<file path="src/rtl/imem_dmem_arbiter.sv">
// Round-robin arbiter sharing one single-ported memory between instruction
// fetch (IF) and load/store (LS). One transaction in flight at a time:
// IDLE (grant) -> ISSUE (mem_en strobe) -> WAIT (fixed latency) -> IDLE.
module imem_dmem_arbiter #(
  parameter int unsigned AW      = 32,
  parameter int unsigned DW      = 32,
  parameter int unsigned MEM_LAT = 2
) (
  input  logic              clk,
  input  logic              reset,
  input  logic              if_req_valid,
  input  logic [AW-1:0]     if_req_addr,
  output logic              if_req_ready,
  output logic              if_rsp_valid,
  output logic [DW-1:0]     if_rsp_data,
  input  logic              ls_req_valid,
  input  logic              ls_req_we,
  input  logic [AW-1:0]     ls_req_addr,
  input  logic [DW-1:0]     ls_req_wdata,
  input  logic [DW/8-1:0]   ls_req_be,
  output logic              ls_req_ready,
  output logic              ls_rsp_valid,
  output logic [DW-1:0]     ls_rsp_data,
  output logic              mem_en,
  output logic              mem_we,
  output logic [AW-1:0]     mem_addr,
  output logic [DW-1:0]     mem_wdata,
  output logic [DW/8-1:0]   mem_be,
  input  logic [DW-1:0]     mem_rdata,
  output logic              busy
);

  localparam int unsigned CW = 4;

  // Reject latencies the 4-bit wait counter cannot represent.
  if (MEM_LAT == 0 || MEM_LAT > 15) begin : g_lat_check
    $error("imem_dmem_arbiter: MEM_LAT must be in 1..15");
  end
  if (DW % 8 != 0) begin : g_dw_check
    $error("imem_dmem_arbiter: DW must be a multiple of 8");
  end

  typedef enum logic [1:0] {
    IDLE  = 2'd0,
    ISSUE = 2'd1,
    WAIT  = 2'd2
  } state_t;

  state_t        state, state_next;
  logic [CW-1:0] cnt, cnt_next;
  logic          last_ls;   // last grant went to LS (0 = IF)
  logic          grant_ls;  // current transaction belongs to LS
  logic          req_we;    // current transaction is a write
  logic          accept;
  logic          sel_ls;

  // Next-state, grant selection, request handshake and response routing.
  always_comb begin
    state_next   = state;
    cnt_next     = cnt;
    accept       = 1'b0;
    sel_ls       = 1'b0;
    if_req_ready = 1'b0;
    ls_req_ready = 1'b0;
    if_rsp_valid = 1'b0;
    ls_rsp_valid = 1'b0;
    if_rsp_data  = '0;
    ls_rsp_data  = '0;
    case (state)
      IDLE: begin
        if (if_req_valid || ls_req_valid) begin
          accept       = 1'b1;
          sel_ls       = ls_req_valid && (!if_req_valid || !last_ls);
          ls_req_ready = sel_ls;
          if_req_ready = !sel_ls;
          state_next   = ISSUE;
        end
      end
      ISSUE: begin
        cnt_next   = CW'(MEM_LAT);
        state_next = WAIT;
      end
      WAIT: begin
        if (cnt == CW'(1)) begin
          if (grant_ls) begin
            ls_rsp_valid = 1'b1;
            ls_rsp_data  = req_we ? '0 : mem_rdata;
          end else begin
            if_rsp_valid = 1'b1;
            if_rsp_data  = mem_rdata;
          end
          state_next = IDLE;
        end else begin
          cnt_next = cnt - CW'(1);
        end
      end
      default: state_next = IDLE;
    endcase
    // Nothing is accepted or returned while reset is held.
    if (reset) begin
      accept       = 1'b0;
      if_req_ready = 1'b0;
      ls_req_ready = 1'b0;
      if_rsp_valid = 1'b0;
      ls_rsp_valid = 1'b0;
      if_rsp_data  = '0;
      ls_rsp_data  = '0;
    end
  end

  // State, counter, grant history and registered memory port.
  always_ff @(posedge clk) begin
    if (reset) begin
      state     <= IDLE;
      cnt       <= '0;
      last_ls   <= 1'b0;
      grant_ls  <= 1'b0;
      req_we    <= 1'b0;
      busy      <= 1'b0;
      mem_en    <= 1'b0;
      mem_we    <= 1'b0;
      mem_addr  <= '0;
      mem_wdata <= '0;
      mem_be    <= '0;
    end else begin
      state  <= state_next;
      cnt    <= cnt_next;
      busy   <= (state_next != IDLE);
      mem_en <= accept;
      mem_we <= accept && sel_ls && ls_req_we;
      if (accept) begin
        last_ls   <= sel_ls;
        grant_ls  <= sel_ls;
        req_we    <= sel_ls && ls_req_we;
        mem_addr  <= sel_ls ? ls_req_addr : if_req_addr;
        mem_wdata <= sel_ls ? ls_req_wdata : '0;
        mem_be    <= sel_ls ? ls_req_be : '1;
      end
    end
  end

endmodule
</file>
<file path="config.mk">
export PLATFORM = sky130hd
export DESIGN_NAME = imem_dmem_arbiter
export DESIGN_NICKNAME = d
export VERILOG_FILES = /design/src/rtl/imem_dmem_arbiter.sv
export SDC_FILE = /design/constraint.sdc
export NUM_CORES = 1
export LEC_CHECK = 0
export BUFFER_PORTS_ARGS = -buffer_cell sky130_fd_sc_hd__buf_4
export CAP_MARGIN = 30
export CORE_MARGIN = 4
export CORE_UTILIZATION = 29
export DETAILED_ROUTE_END_ITERATION = 8
export GPL_TIMING_DRIVEN = 0
export PLACE_DENSITY = 0.67
export SLEW_MARGIN = 20
export SYNTH_ARGS = -nofsm -noshare
export SYNTH_HDL_FRONTEND = slang
export SYNTH_SLANG_ARGS = --single-unit
export TNS_END_PERCENT = 1
</file>
<file path="constraint.sdc">
create_clock -name clk -period 1.8 [get_ports clk]
set_input_delay 0.09 -clock clk [delete_from_list [all_inputs] [get_ports clk]]
set_output_delay 0.09 -clock clk [all_outputs]
set_load 0.02 [all_outputs]
</file>
==> metrics.txt <==
status=complete, but fails checks; failing checks=setup timing; power density cells=between 700 and 800 nW/um^2; Seq/Total Area, Yosys=a little over two fifths; die height=~120 um; Max transition margin=61.1%; largest net degree at the start of global routing=13; die width=approximately 120 um; instance count of the mapped netlist=about 420; WL/cell=between 15 and 20 um; min cycle time layout=approximately 2.1 ns; leading cell type in the layout, fill and taps excluded=buf_4; synth top area cells=dfxtp_1 43%, nor4_1 16%, and2_1 11%; post-synthesis average cell area=roughly 8.7 um^2; ys flop type=dfxtp_1; FF+latch count, synth=79; Final ANT Viol Nets=0; CTS clock-pin slew for the worst setup and hold paths=around 0.06 ns; pre-CTS WS=-0.301 ns; TritonCTS clock tree=yes; crit path capture type=primary output; IO Count=approximately 280; row count=40; initial DRC count=187; post-synth top area share=around 43%; largest area contributor in the netlist=dfxtp_1; maximum net fanout on the critical path=8; CTS Root Cell=clkbuf_16; first-pass GRT wire length=roughly 26000 um; layout cells sized above 1=between 50 and 60%; Total Wirelength=17500 um; largest family of logic cells by synthesized area=simple AND/OR/NAND/NOR gates; yosys warns=0; worst slew pin tran=approximately 0.58 ns; Via density=between 5 and 6; die area=around 15000 um^2; Fin. Hold Viols=0; GPL Wtd Cong=between 0.8 and 0.9; clk buf depth=2; crit path DAT=between 2 and 2.5 ns; Max Cap Viol=0; Final Slew Violations=0; Async SR Flop Fraction=0%; mux contribution to synthesized area=0%; vias in the first global route=4941; EDFF count, synth=0; Detail Placement HPWL=between 10000 and 15000 um; Num CTS Buffers=9; type of origin of the critical path=flop; Peak VDD IR=0.465 mV; worst hold path type=input port to flop; setup violators final=68; Pleak=about 3.2 nW; RSZ-0062 raised after global routing=yes; via count=~4700; Setup Crit Path Kind=flop to primary output; count of cell types in the netlist=36; fin nets=~890; core area=12200 um^2; Critical Path RT=about 1.7 ns; sink count of the clock tree=79; H-tree levels=3; power share of the clock group=34.3%; xor/xnor share of the synthesized area=0%; Flop pwr share=approximately 37%; most frequent cells in the layout=220 x buf_4, 96 x nor4_1, 76 x dfxtp_1; grt ovf=0; Skew-Pair Late Insertion Delay=about 0.33 ns; Final Cycle Share=118%; starting density of the core=about 30%; antenna violations before repair=1; all-layer global routing usage=22.8%; Setup WS post-layout=-0.318 ns; area delta synth->final=93.3%; PortBufs=274; Post-Synth Simple-Gate Area=between 30% and 40%; logic gate share of total power=between 20% and 30%; synthesized area=3680 um^2; Final Power=5.56 mW; Peak Freq=0.472 GHz; area fraction in compound gates after synthesis=15.8%; Synth Area in Adders=less than 1%; clk_skew=approximately 0.0072 ns; internal power=between 3 and 4 mW; DRC violations left=0; Switching Share=a little under a third; Syn Nets=560; P_sw=roughly 1.7 mW; drt pass-1 iters=4
## critical path, cell delays in order, from the launching register on
cell and delay, ns:
dfxtp_2 0.33, inv_2 0.08, ha_4 0.12, or3b_4 0.41
nor4_4 0.15, buf_6 0.18, clkbuf_8 0.15, and2_1 0.15
buf_6 0.13
## area by class of cell
type	count	area (um^2)
tap	168	210
multi-input combinational	288	1990
antenna	1	2.50
inverter	4	15.0
timing repair buffer	315	2710
fill	1065	5100
buffer	50	290
clock inverter	3	40.0
sequential	79	1590
clock buffer	13	270
## final timing paths
path | cells after the start | endpoint | slack (ns) | start
worst max-delay path | 8 | ls_rsp_data[1] | -0.32 | cnt[1]$_SDFFE_PP0P_
worst min register to register | 1 | req_we$_SDFFE_PP0P_ | 0.47 | req_we$_SDFFE_PP0P_
worst max register to register | 5 | mem_addr[4]$_SDFFE_PP0P_ | 0.07 | state[0]$_SDFF_PP0_
worst min-delay path | 3 | mem_wdata[1]$_SDFFE_PP0P_ | 0.02 | ls_req_wdata[1]
## synthesized netlist by cell type (2+ instances only)
cell type,count
a21oi_1,44
a22o_1,29
o21ai_0,5
inv_1,4
clkbuf_1,21
nand2b_1,4
clkbuf_2,5
nor3_1,9
nor4_4,2
and2_1,66
buf_1,4
nand3_1,6
nor4_1,96
a31oi_1,2
nand2_1,2
dfxtp_1,79
or3_1,2
buf_2,19
ha_1,2
nor2_1,4
## through the flow
step	TNS (ns)	utilization, %	cells	cell area, um^2	hold WS, ns
4_1_cts	-17.11	58.0	920	7080	0.00987
3_5_place_dp	-15.50	48.7	863	5950	0.309
3_3_place_gp	-14.00	48.7	863	5950	0.306
6_report	-18.63	58.2	921	7110	0.0184
2_1_floorplan	-0.0167	-	421	3680	0.212
5_1_grt	-23.62	58.2	921	7110	0.00990
## registers in the layout, summed over array words and instances (netlist names), 2 cells and up
register and cells:
mem_addr 32, mem_wdata 32, state 2, mem_be 4, cnt 4
## metal layers
layer	global-route usage [%]	vias up	wire, um	part of all wire (%)
met4	11.3	0	696	4.0
met5	0	-	0	0
li1	-	2239	-	-
met1	23.8	2183	6260	36
met3	6.36	50	1460	8.4
met2	41.7	240	9070	52
## what timing repair did
action	4_1_cts	5_1_grt
setup buffers	7	0
hold buffers	29	0
resized for setup	127	12
pin swaps	38	0
setup endpoints to repair	98	73
cloned	5	0
endpoints found under the hold margin	30	0
## power by group through the flow
stage | Sequential, mW | Clock, mW | Combinational, mW
6_report | 2.06 | 1.90 | 1.59
5_1_grt | 2.09 | 2.01 | 1.70
4_1_cts | 2.06 | 1.92 | 1.58
3_5_place_dp | 2.09 | 0 | 1.48
3_3_place_gp | 2.09 | 0 | 1.45
2_1_floorplan | 2.28 | 0 | 0.573
## kinds of logic (layout without fill, tap and decap cells)
logic type      count (synthesis)  in the layout
simple gates                  198            198
buf+inv                        54            385
other cells                     0              1
compound gates                 88             88
flops                          79             79
fa+ha+maj                       2              2
(Power assumes the default switching activity.)
